--- src/rtl/sbox_issue_sched.sv ---
// Issue scheduler for the shared 2-share masked S-box: one pass of NBYTES bytes, randomness
// handshake with bubbles, random-input alignment and write-back tagging. Macro SBOX_SCHED_STALL_CNT_EN adds stall_cnt.
module sbox_issue_sched #(
  parameter int NBYTES   = 16,
  parameter int AW       = 4,
  parameter int SBOX_LAT = 4,
  parameter int RAND_OFS = 2
) (
  input  logic          clk,
  input  logic          rst,
  input  logic          start,
  output logic          busy,
  output logic          done,
  output logic [AW-1:0] rd_addr,
  output logic          sb_issue,
  output logic [7:0]    sb_guards,
  output logic [3:0]    sb_random,
  input  logic [11:0]   rnd_data,
  input  logic          rnd_valid,
  output logic          rnd_ready,
  output logic          wr_en,
  output logic [AW-1:0] wr_addr
`ifdef SBOX_SCHED_STALL_CNT_EN
  ,
  output logic [15:0]   stall_cnt
`endif
);

  typedef enum logic [1:0] {IDLE, ISSUE, DRAIN, DONE} state_t;

  state_t               state;
  logic [AW-1:0]        idx;
  logic                 issue;
  logic [SBOX_LAT-1:0]  vPipe;
  logic [AW-1:0]        aPipe [SBOX_LAT];
  logic [SBOX_LAT-1:0]  tailMask;
  logic                 drainDone;

  assign issue     = (state == ISSUE) && rnd_valid;
  assign sb_issue  = issue;
  assign rnd_ready = issue;
  assign rd_addr   = (state == ISSUE) ? idx : '0;
  assign sb_guards = issue ? rnd_data[7:0] : '0;
  assign busy      = (state != IDLE);
  assign done      = (state == DONE);

  // The tail entry is being written this cycle, so draining ends once only it may be valid.
  assign tailMask  = SBOX_LAT'(1) << (SBOX_LAT - 1);
  assign drainDone = ~|(vPipe & ~tailMask);

  assign wr_en     = vPipe[SBOX_LAT-1];
  assign wr_addr   = aPipe[SBOX_LAT-1];

  always_ff @(posedge clk) begin
    if (rst) begin
      state <= IDLE;
      idx   <= '0;
    end else begin
      case (state)
        IDLE: begin
          if (start) begin
            state <= ISSUE;
            idx   <= '0;
          end
        end
        ISSUE: begin
          if (issue) begin
            if (idx == AW'(NBYTES - 1)) state <= DRAIN;
            else                        idx   <= idx + 1'b1;
          end
        end
        DRAIN: begin
          if (drainDone) state <= DONE;
        end
        DONE:    state <= IDLE;
        default: state <= IDLE;
      endcase
    end
  end

  always_ff @(posedge clk) begin
    if (rst) begin
      vPipe <= '0;
      for (int unsigned i = 0; i < SBOX_LAT; i++) aPipe[i] <= '0;
    end else begin
      vPipe[0] <= issue;
      aPipe[0] <= issue ? idx : '0;
      for (int unsigned i = 1; i < SBOX_LAT; i++) begin
        vPipe[i] <= vPipe[i-1];
        aPipe[i] <= aPipe[i-1];
      end
    end
  end

  generate
    if (RAND_OFS == 0) begin : gRandComb
      assign sb_random = issue ? rnd_data[11:8] : '0;
    end else begin : gRandLine
      logic [3:0] rLine [RAND_OFS];
      always_ff @(posedge clk) begin
        if (rst) begin
          for (int unsigned i = 0; i < RAND_OFS; i++) rLine[i] <= '0;
        end else begin
          rLine[0] <= issue ? rnd_data[11:8] : '0;
          for (int unsigned i = 1; i < RAND_OFS; i++) rLine[i] <= rLine[i-1];
        end
      end
      assign sb_random = rLine[RAND_OFS-1];
    end
  endgenerate

`ifdef SBOX_SCHED_STALL_CNT_EN
  always_ff @(posedge clk) begin
    if (rst) begin
      stall_cnt <= '0;
    end else if (state == IDLE && start) begin
      stall_cnt <= '0;
    end else if (state == ISSUE && !rnd_valid && stall_cnt != '1) begin
      stall_cnt <= stall_cnt + 1'b1;
    end
  end
`endif

endmodule

--- config.mk ---
export PLATFORM = sky130hd
export DESIGN_NAME = sbox_issue_sched
export DESIGN_NICKNAME = d
export VERILOG_FILES = /design/src/rtl/sbox_issue_sched.sv
export SDC_FILE = /design/constraint.sdc
export NUM_CORES = 1
export LEC_CHECK = 0
export CAP_MARGIN = 20
export CORE_MARGIN = 10
export CORE_UTILIZATION = 25
export DETAILED_ROUTE_END_ITERATION = 7
export GPL_ROUTABILITY_DRIVEN = 0
export PLACE_DENSITY_LB_ADDON = 0.05
export RECOVER_POWER = 25
export SLEW_MARGIN = 20
export SYNTH_ARGS = -nofsm -noshare
export SYNTH_HDL_FRONTEND = slang
export SYNTH_SLANG_ARGS = --single-unit
--- constraint.sdc ---
create_clock -name clk -period 1.9 [get_ports clk]
set_input_delay 0.57 -clock clk [delete_from_list [all_inputs] [get_ports clk]]
set_output_delay 0.57 -clock clk [all_outputs]
set_load 0.02 [all_outputs]
==> results.toml <==
[critical_path]
max_stage_delay_ps = 460
regToRegSetupSlack_ps = 110
start_kind = "input port"
end_kind = "primary output"
required_ps = 1330
cp_data_arrival_time_ps = 1310
cp_cell_sequence = "clkdlybuf4s50_1 > and3_4 > buf_6"
slowest_stage = "clkdlybuf4s50_1"
crit_buf_inv = 2
cp_max_fo = 1
critical-path-top-delay-family = "buffers and inverters"
crit_type = "input port to primary output"

[cells_and_area]
fin_area_sq_um = 2028
fillers = 544
antennaDiodeCount = 0
syn_to_final_growth_pct = 49.13
stdcell_count = 250
drive_above_1_share_pct = 32.78
final_nets = 202

[sta]
worst_slew_pin_slew_ps = 338.6
final.period_utilization_pct = 99.20
min_period_ps = 1885
fmax_ghz = 0.5305
rsz0062_at_grt = "yes"
fin_skew_ps = 6.735
slew_viol_final = 0
setup_viol = 0
relSlewSlack_pct = 77.43
hold_viol = 0

[drt]
drc = 0
detail-route-antenna-nets = 0
drtPass1Iterations = 4
viasPerCell = 3.972
wire_per_inst_um = 11.02
drt_iter0_markers = 16
vias = 993
wl_um = 2755

[run]
maxCapViolations = 0

[synth]
yosysSeqAreaShare_pct = 50.05
synth_nets = 152
ys_seq_elements = 34
ys_warn_count = 0
synth_area_sq_um = 1360
ys_types = 30
syn_area_per_cell_sq_um = 10.54
syn-instance-count = 129

[floorplan]
core_area_sq_um = 5205
rows = 26
die_w_um = 93.76
pin_count = 41
die_h_um = 93.76
die_area_sq_um = 8790
initial_core_util_pct = 26.13

[global_route]
grt_pass1_vias = 1046
grt_pass1_wl_um = 4643
grt_max_degree = 18
grt_use_total_pct = 6.633
antenna_found_initial = 0
grt.overflow.total = 0

[clock_tree]
cts_buffer_depth = 2
cts_tree = "yes"
ctsHtreeMaxLevel = 2
cts_made_buffers = 5
cts_sinks = 34
clkTransAtPathRegs_ps = 70
clk_latency_ps = 280
ctsHoldBuffers = 0
cts-root-buf = "clkbuf_8"

[outcome]
status = "completed"

[power_and_ir_drop]
p_per_area_nw_per_um2 = 1143
max-vdd-ir-drop_mv = 0.5491
p_leak_nw = 0.8516

[placement]
port_buffers = 40
placed_area_sq_um = 1849
dp_hpwl_um = 2139
dp_cells = 239

[worst_hold_path]
hp-class = "flip-flop to flip-flop"
logic make-up after synthesis:
family,synth area share [%]
muxes,1.472
adders and majority gates,6.439
AOI/OAI and AO/OA,6.072
and+or+nand+nor,26.96
DFF,50.05
buffers and inverters,9.016
cells in the final DEF, fill, tap and decap left out, types with 2 or more instances in the layout:
cell	Yosys	layout
a21boi_0	2	2
o32ai_1	2	2
clkdlybuf4s15_2	0	3
buf_4	9	13
nor2_1	6	6
clkinv_2	0	2
dfxtp_1	34	32
nand3_1	2	2
nor2b_1	20	20
and3_4	0	7
buf_6	1	10
nor3_1	2	2
and2_1	9	9
mux2i_1	2	2
buf_2	0	4
nand2_1	2	2
clkbuf_8	0	5
ha_1	7	6
clkdlybuf4s50_1	0	21
inv_1	7	6
clkbuf_2	0	2
routing by layer:
metal  wire length, um  vias up  track usage [%]  share of wire [%]
met1              1125      450            6.802                 41
met5                 0        -                0                  0
met4                82        0            4.937                3.0
li1                  -      506                -                  -
met2              1256       32            9.965                 46
met3               290        5            3.677                 11
through the flow:
step | hold slack, ps | setup slack (ps) | setup TNS (ps) | total power, mW | util (%)
after floorplan | 413.8 | 187.9 | 0 | 1.293 | -
after global placement | 416.4 | -633.9 | -9066 | 1.617 | 35.53
after detailed placement | 425.1 | -663.1 | -9426 | 1.622 | 35.53
after CTS | 436.2 | 2.396 | 0 | 2.287 | 37.45
after global routing | 449.6 | -12.19 | -51.28 | 2.464 | 38.97
final | 429.9 | 15.13 | 0 | 2.318 | 38.97
worst reg2reg max path, cell delays in order (launching register included):
cell	delay [ps]
dfxtp_1	310
buf_4	140
ha_1	230
and4_2	270
nor4_4	280
buf_4	180
a21boi_0	180
o32ai_1	90
synthesized netlist by cell type:
| master | number | area share, % |
|---|---|---|
| and3_1 | 8 | 3.7 |
| o31a_2 | 1 | 0.74 |
| nand2b_1 | 1 | 0.46 |
| clkbuf_1 | 2 | 0.55 |
| nor3_1 | 2 | 0.74 |
| nor2b_2 | 1 | 0.64 |
| a21boi_0 | 2 | 1.1 |
| dfxtp_1 | 34 | 50 |
| nor2b_1 | 20 | 9.2 |
| nand3_2 | 1 | 0.74 |
| inv_1 | 7 | 1.9 |
| o32ai_1 | 2 | 1.3 |
| and2_1 | 9 | 4.1 |
| nor2_1 | 6 | 1.7 |
| a2111oi_4 | 1 | 2.0 |
| and2b_1 | 1 | 0.55 |
| nor4_4 | 1 | 1.6 |
| buf_6 | 1 | 0.83 |
| clkdlybuf4s18_2 | 1 | 0.74 |
| or3_2 | 1 | 0.55 |
| buf_4 | 9 | 5.0 |
| or3_1 | 1 | 0.46 |
| nand3_1 | 2 | 0.74 |
| and4_2 | 1 | 0.74 |
| ha_1 | 7 | 6.4 |
| and2_2 | 1 | 0.55 |
| a211oi_1 | 1 | 0.55 |
| a21oi_1 | 1 | 0.37 |
| nand2_1 | 2 | 0.55 |
| mux2i_1 | 2 | 1.5 |
sequential cells by signal (all words and copies together) (netlist names):
| signal | cells |
|---|---|
| state | 2 |
| aPipe | 16 |
| idx | 4 |
| vPipe | 4 |
| gRandLine.rLine | 8 |
power by group:
group | switching (mW) | internal, mW
Combinational | 0.430 | 0.464
Sequential | 0.0260 | 0.767
Clock | 0.246 | 0.386
final timing paths:
kind,start,to,cells past startpoint
min reg2reg,aPipe[0][10],aPipe[0][14],1
max,rnd_data[6],sb_guards[6],3
max reg2reg,idx[0],idx[3],7
min,aPipe[0][10],aPipe[0][14],1
what timing repair did:
item | CTS | global route
setup endpoints to repair | 19 | 15
buffers inserted | 2 | 1
resized for setup | 65 | 28
pin swaps | 1 | 2
area by class of cell:
class	instances	area (sq um)	share of cell area (%)
flip-flops and latches	34	685.7	33.81
inverters	7	26.28	1.295
well taps	70	87.58	4.318
repair buffers	56	515.5	25.42
multi-input cells	75	604.3	29.80
clock inverters	3	40.04	1.974
clock buffers	5	68.82	3.393
(Power assumes the default switching activity.)
